$ cat src/rtl/cavlc_pkg.sv
// Shared types and constants for the CAVLC bitstream write path.
package cavlc_pkg;

  typedef enum logic [1:0] {
    IDLE,
    LOAD,
    SHIFT,
    DONE
  } state_t;

  localparam int unsigned REQ_COEFF_TOKEN = 0;
  localparam int unsigned REQ_T1_SIGNS    = 1;
  localparam int unsigned REQ_LEVEL       = 2;
  localparam int unsigned REQ_TOTAL_ZEROS = 3;
  localparam int unsigned REQ_RUN_BEFORE  = 4;

  localparam int unsigned CAVLC_CODE_W = 16;
  localparam int unsigned CAVLC_LEN_W  = 5;

endpackage

$ cat src/rtl/cavlc_code_shifter.sv
// Parallel-load codeword register that emits its bits MSB-first, with a
// remaining-bit counter.
module cavlc_code_shifter
  import cavlc_pkg::*;
#(
  parameter int unsigned CODE_W = CAVLC_CODE_W,
  parameter int unsigned LEN_W  = CAVLC_LEN_W
) (
  input  logic              clk,
  input  logic              rst,
  input  logic              load,
  input  logic [CODE_W-1:0] code,
  input  logic [LEN_W-1:0]  len,
  input  logic              shift_en,
  output logic              bit_out,
  output logic              last_bit
);

  logic [CODE_W-1:0] sr_q;
  logic [LEN_W-1:0]  rem_q;

  // Left-aligning on load drops code bits above len and keeps the current bit at the MSB.
  always_ff @(posedge clk) begin
    if (rst) begin
      sr_q  <= '0;
      rem_q <= '0;
    end else if (load) begin
      sr_q  <= code << (CODE_W - int'(len));
      rem_q <= len;
    end else if (shift_en && (rem_q != '0)) begin
      sr_q  <= sr_q << 1;
      rem_q <= rem_q - 1'b1;
    end
  end

  assign bit_out  = sr_q[CODE_W-1];
  assign last_bit = (rem_q == LEN_W'(1));

endmodule

$ cat src/rtl/cavlc_bitstream_sequencer.sv
// Services the per-block syntax-element encoders in index order and serialises
// their codewords into the 1-bit bitstream FIFO.
module cavlc_bitstream_sequencer
  import cavlc_pkg::*;
#(
  parameter int unsigned NUM_REQ = 5,
  parameter int unsigned CODE_W  = CAVLC_CODE_W,
  parameter int unsigned LEN_W   = CAVLC_LEN_W,
  parameter int unsigned CNT_W   = 12
) (
  input  logic                      clk,
  input  logic                      rst,
  input  logic                      blk_start,
  input  logic [NUM_REQ-1:0]        req_valid,
  input  logic [NUM_REQ*CODE_W-1:0] req_code,
  input  logic [NUM_REQ*LEN_W-1:0]  req_len,
  input  logic [NUM_REQ-1:0]        req_last,
  output logic [NUM_REQ-1:0]        req_ready,
  input  logic                      fifo_full,
  output logic                      fifo_w_en,
  output logic                      fifo_data_in,
  output logic                      busy,
  output logic                      blk_done,
  output logic [CNT_W-1:0]          bit_count
);

  localparam int unsigned IDX_W = (NUM_REQ > 1) ? $clog2(NUM_REQ) : 1;

  state_t             state_q, state_d;
  logic [IDX_W-1:0]   idx_q, idx_d;
  logic               last_q;
  logic [CNT_W-1:0]   bit_count_q;

  logic               sel_valid;
  logic               sel_last;
  logic [CODE_W-1:0]  sel_code;
  logic [LEN_W-1:0]   sel_len;
  logic [LEN_W-1:0]   eff_len;
  logic               accept;
  logic               wr;
  logic               cur_bit;
  logic               last_bit;
  logic               is_last_idx;

  always_comb begin
    sel_valid = req_valid[idx_q];
    sel_last  = req_last[idx_q];
    sel_code  = req_code[idx_q*CODE_W +: CODE_W];
    sel_len   = req_len[idx_q*LEN_W +: LEN_W];
    if (int'(sel_len) > int'(CODE_W)) eff_len = LEN_W'(CODE_W);
    else                              eff_len = sel_len;
  end

  assign accept      = (state_q == LOAD) && sel_valid;
  assign wr          = (state_q == SHIFT) && !fifo_full;
  assign is_last_idx = (idx_q == IDX_W'(NUM_REQ - 1));

  cavlc_code_shifter #(
    .CODE_W (CODE_W),
    .LEN_W  (LEN_W)
  ) u_shifter (
    .clk      (clk),
    .rst      (rst),
    .load     (accept),
    .code     (sel_code),
    .len      (eff_len),
    .shift_en (wr),
    .bit_out  (cur_bit),
    .last_bit (last_bit)
  );

  always_comb begin
    state_d = state_q;
    idx_d   = idx_q;
    unique case (state_q)
      IDLE: begin
        if (blk_start) begin
          state_d = LOAD;
          idx_d   = '0;
        end
      end
      LOAD: begin
        if (accept) begin
          if (eff_len != '0) begin
            state_d = SHIFT;
          end else if (sel_last) begin
            if (is_last_idx) state_d = DONE;
            else             idx_d   = idx_q + 1'b1;
          end
        end
      end
      SHIFT: begin
        if (wr && last_bit) begin
          if (!last_q)          state_d = LOAD;
          else if (is_last_idx) state_d = DONE;
          else begin
            state_d = LOAD;
            idx_d   = idx_q + 1'b1;
          end
        end
      end
      DONE:    state_d = IDLE;
      default: state_d = IDLE;
    endcase
  end

  always_comb begin
    req_ready        = '0;
    req_ready[idx_q] = accept;
  end

  always_ff @(posedge clk) begin
    if (rst) begin
      state_q     <= IDLE;
      idx_q       <= '0;
      last_q      <= 1'b0;
      bit_count_q <= '0;
    end else begin
      state_q <= state_d;
      idx_q   <= idx_d;
      if (accept) last_q <= sel_last;
      if ((state_q == IDLE) && blk_start)  bit_count_q <= '0;
      else if (wr && (bit_count_q != '1)) bit_count_q <= bit_count_q + 1'b1;
    end
  end

  assign fifo_w_en    = wr;
  assign fifo_data_in = wr & cur_bit;
  assign busy         = (state_q != IDLE);
  assign blk_done     = (state_q == DONE);
  assign bit_count    = bit_count_q;

endmodule

$ cat config.mk
export PLATFORM = sky130hd
export DESIGN_NAME = cavlc_bitstream_sequencer
export DESIGN_NICKNAME = d
export VERILOG_FILES = /design/src/rtl/cavlc_pkg.sv /design/src/rtl/cavlc_code_shifter.sv /design/src/rtl/cavlc_bitstream_sequencer.sv
export SDC_FILE = /design/constraint.sdc
export NUM_CORES = 1
export LEC_CHECK = 0
export ABC_CLOCK_PERIOD_IN_PS = 8660
export BUFFER_PORTS_ARGS = -buffer_cell sky130_fd_sc_hd__buf_2
export CORE_UTILIZATION = 35
export CTS_BUF_LIST = sky130_fd_sc_hd__clkbuf_16
export DETAILED_ROUTE_END_ITERATION = 8
export PLACE_DENSITY = 0.71
export SLEW_MARGIN = 20
export SYNTH_ARGS = -nofsm -noshare
export SYNTH_HDL_FRONTEND = slang
export SYNTH_SLANG_ARGS = --single-unit
$ cat constraint.sdc
create_clock -name clk -period 8.66 [get_ports clk]
set_input_delay 1.732 -clock clk [delete_from_list [all_inputs] [get_ports clk]]
set_output_delay 1.732 -clock clk [all_outputs]
set_load 0.03 [all_outputs]
==> results by group <==
Run status
  – Result of the run: finished, final reports clean

Cells and area
  – Fin area: 0.00477 mm2
  – Most frequent standard cell in the layout excluding fill and tap cells: sky130_fd_sc_hd__buf_2
  – Fraction of final layout cells sized beyond drive strength 1: 32.3%
  – Number of inserted filler cells in the final layout: 1092
  – Flip-flop and latch area: 782 um2
  – Post-route core utilization: 44.2%
  – Commonest cells after routing, fill and taps aside: sky130_fd_sc_hd__buf_2 (139), sky130_fd_sc_hd__nor2_1 (59), sky130_fd_sc_hd__mux2i_1 (59), sky130_fd_sc_hd__dfxtp_1 (38), sky130_fd_sc_hd__o21ai_0 (36)
  – Antenna diode count: 0
  – Area of the multi-input gates: 0.00284 mm2
  – Signed area change from the synthesized netlist to the final layout: 22.9%
  – Layout Nets: 729

Timing
  – Maximum clock frequency: 183 MHz
  – Setup_tns: 0 ns
  – Worst hold margin: 0.497 ns
  – Fin. max-slew vios: 0
  – Total count of hold-check failures in the final report: 0
  – Final Critical Period: 5.46 ns
  – Count of final setup violators: 0
  – Tightest Pin Transition: 0.901 ns
  – Share of the clock period used by the worst path after layout: 63.0%
  – Worst setup skew after layout: 0.00140 ns
  – Slew HR: 39.4%
  – Unrepaired setup endpoints after global routing: no

Route
  – Length of the first detailed-routing pass in iterations: 5
  – Average vias per placed instance: 5.57
  – Routed len/inst: 15.3 um
  – Sum of routed wire length over all layers: 11300 um
  – Remaining number of nets flagged by the antenna check after routing: 0
  – Iteration-0 DRC Markers: 277
  – Post-route DRC violation count: 0
  – Total via count after detailed routing: 4109

Worst setup path
  – Critical path data arrival time: 5.62 ns
  – Slowest CP cell: sky130_fd_sc_hd__nor2_1
  – Critical Path Most Common Cell: sky130_fd_sc_hd__ha_1
  – Type of the worst setup path: in2reg
  – Cell chain of the critical path: buf_2, mux2_4, a221o_4, nor2_2, inv_1, ha_1, nor2b_1, ha_1, nand2b_1, nor2_1, nor3_1, a2111oi_2
  – Kind of start point of the critical path: input pin
  – Delay contributed by the slowest stage of the critical path: 0.62 ns
  – CP Buf/Inv Count: 2
  – CP required: 8.83 ns
  – Top cell family by delay on the critical path: simple AND/OR/NAND/NOR gates
  – Largest fanout of any net on the critical path: 12
  – Critical path capture point type: flip-flop

Die
  – Total number of placement rows: 38
  – I/O pin cnt: 140
  – Core Box Area: 0.0108 mm2
  – Die Height: 107 um
  – Initial core utilization: 35.9%
  – Total Die Area: 0.0115 mm2
  – Chip width: 107 um

CTS
  – Worst-case clock buffer depth: 2
  – Number of buffers created by CTS: 5
  – Count of hold buffers inserted by post-cts repair: 0
  – Clock-pin slew on the worst setup and hold paths: 0.06 ns
  – Worst skew pair latency: 0.28 ns
  – Post-CTS Setup Bufs: 0
  – CTS Root Buffer Type: sky130_fd_sc_hd__clkbuf_16
  – TritonCTS clock tree: done
  – Number of sinks on the clock net: 39
  – CTS H-tree lvls: 2
  – Post-CTS sizing: 0

Global routing
  – Total congestion overflow: 0
  – Antenna violations before repair: 0
  – Vias in the first global route: 3955
  – First-pass GRT wire length: 18500 um
  – Largest net degree at the start of global routing: 53
  – Global routing usage summed across all routing layers: 20.0%

Min path
  – Worst min-delay path class: reg2reg

Yosys
  – Dominant combinational cell family by area after synthesis: multiplexers
  – Number of instances in the synthesized netlist: 479
  – Xor/xnor share of the synthesized area: 4.32%
  – Fraction of registers with async set or reset after synthesis: 0%
  – Synth top area share: 20.1%
  – Number of synthesized register bits: 39
  – Number of distinct standard cells referenced by the synthesized netlist: 60
  – Fraction of the mapped netlist area in adder cells: 4.19%
  – Synth Flop Type: sky130_fd_sc_hd__dfxtp_1
  – Average cell area after synthesis: 8.09 um2
  – Complex-gate fraction of the synthesized area: 20.7%
  – Share of synthesized cell area in and, or, nand and nor gates: 19.1%
  – Post-synth top area cell: sky130_fd_sc_hd__dfxtp_1
  – Sequential fraction of the synthesis area: 20.1%
  – Ranking of synthesized cells by area: sky130_fd_sc_hd__dfxtp_1 (20%), sky130_fd_sc_hd__mux2i_1 (15%), sky130_fd_sc_hd__nor2_1 (5.7%), sky130_fd_sc_hd__mux2_2 (4.9%), sky130_fd_sc_hd__o21ai_0 (4.6%)
  – Post-synthesis net count: 611
  – Number of enable flip-flop cells after synthesis: 0
  – Share of cell area taken by muxes after synthesis: 25.0%
  – Number of warning messages in the yosys log: 0
  – Post-synthesis instance area: 0.00388 mm2

Flow run
  – Maximum capacitance violations: 0

Power and ir drop
  – Total power divided by cell area: 275 mW/mm2
  – Worst VDD drop: 0.114 mV
  – Leakage: 1.96 nW

Place
  – GP Congestion: 0.891
  – Port Buffers: 139
  – Area after DPL: 0.00460 mm2
  – Placed wire-length estimate after detailed placement: 8960 um
==> worst paths after layout <==
kind	from	end	slack, ns	depth (start not counted)
max	req_len[4]	u_shifter.sr_q[9]$_SDFFE_PP0P_	3.20	12
min reg2reg	u_shifter.sr_q[7]$_SDFFE_PP0P_	u_shifter.sr_q[7]$_SDFFE_PP0P_	0.50	2
min	u_shifter.sr_q[7]$_SDFFE_PP0P_	u_shifter.sr_q[7]$_SDFFE_PP0P_	0.50	2
max reg2reg	idx_q[1]$_SDFFE_PP0P_	u_shifter.sr_q[9]$_SDFFE_PP0P_	3.65	12
==> worst register-to-register path, stage by stage (launching register included) <==
cell and delay (ns):
sky130_fd_sc_hd__dfxtp_2 0.31, sky130_fd_sc_hd__buf_4 0.54, sky130_fd_sc_hd__nor2_1 0.36, sky130_fd_sc_hd__a221o_4 0.57
sky130_fd_sc_hd__nor2_2 0.48, sky130_fd_sc_hd__inv_1 0.43, sky130_fd_sc_hd__ha_1 0.41, sky130_fd_sc_hd__nor2b_1 0.17
sky130_fd_sc_hd__ha_1 0.26, sky130_fd_sc_hd__nand2b_1 0.24, sky130_fd_sc_hd__nor2_1 0.62, sky130_fd_sc_hd__nor3_1 0.17
sky130_fd_sc_hd__a2111oi_2 0.33
==> kinds of logic after synthesis <==
logic type	Yosys count
buf+inv	50
simple gates	155
mux	85
flops	39
xor+xnor	17
fa+ha+maj	13
compound gates	120
==> area by class of cell <==
cell class | count | share of cell area [%]
multi-input cells | 390 | 59.6
repair buffers | 145 | 15.5
clock buffers | 5 | 2.63
clock inverters | 3 | 0.919
inverters | 16 | 1.26
well taps | 140 | 3.68
flip-flops and latches | 39 | 16.4
==> power by group <==
group          total [mW]  switching [mW]  internal (mW)
clock               0.211          0.0748          0.136
sequential          0.242          0.0244          0.218
combinational       0.857           0.510          0.347
total                1.31           0.609          0.701
==> layer usage <==
layer	wire length [um]	up-vias	track usage [%]
li1	-	1989	-
met1	4920	1945	24.9
met2	5580	147	34.2
met3	581	28	4.36
met4	242	0	6.16
met5	0	-	0
==> registers in the layout, summed over array words and instances (netlist names) <==
name,cells
u_shifter.sr_q,16
bit_count,12
u_shifter.rem_q,5
idx_q,3
state_q,2
last_q,1
==> Yosys cell counts, drive strengths merged (2+ instances only) <==
cell	n
nor2	61
mux2i	60
dfxtp	39
o21ai	38
a21oi	22
nand2	22
buf	20
mux2	18
nand3	18
inv	16
a211oi	15
clkbuf	14
nor3	14
ha	13
xor2	9
nor2b	8
o22ai	8
xnor2	8
a31oi	7
mux4	7
nand2b	7
and2	6
nor4	6
o211ai	5
o21a	5
nand4	4
o2bb2ai	4
a2111oi	3
a311oi	3
or2	3
a211o	2
o221ai	2
==> through the flow <==
step	setup slack (ns)	cells	total power, mW
2_1_floorplan	3.84	479	0.902
3_3_place_gp	3.23	730	1.06
3_5_place_dp	3.02	730	1.08
4_1_cts	3.28	738	1.30
5_1_grt	3.01	738	1.40
6_report	3.20	738	1.31
(Power assumes the default switching activity.)
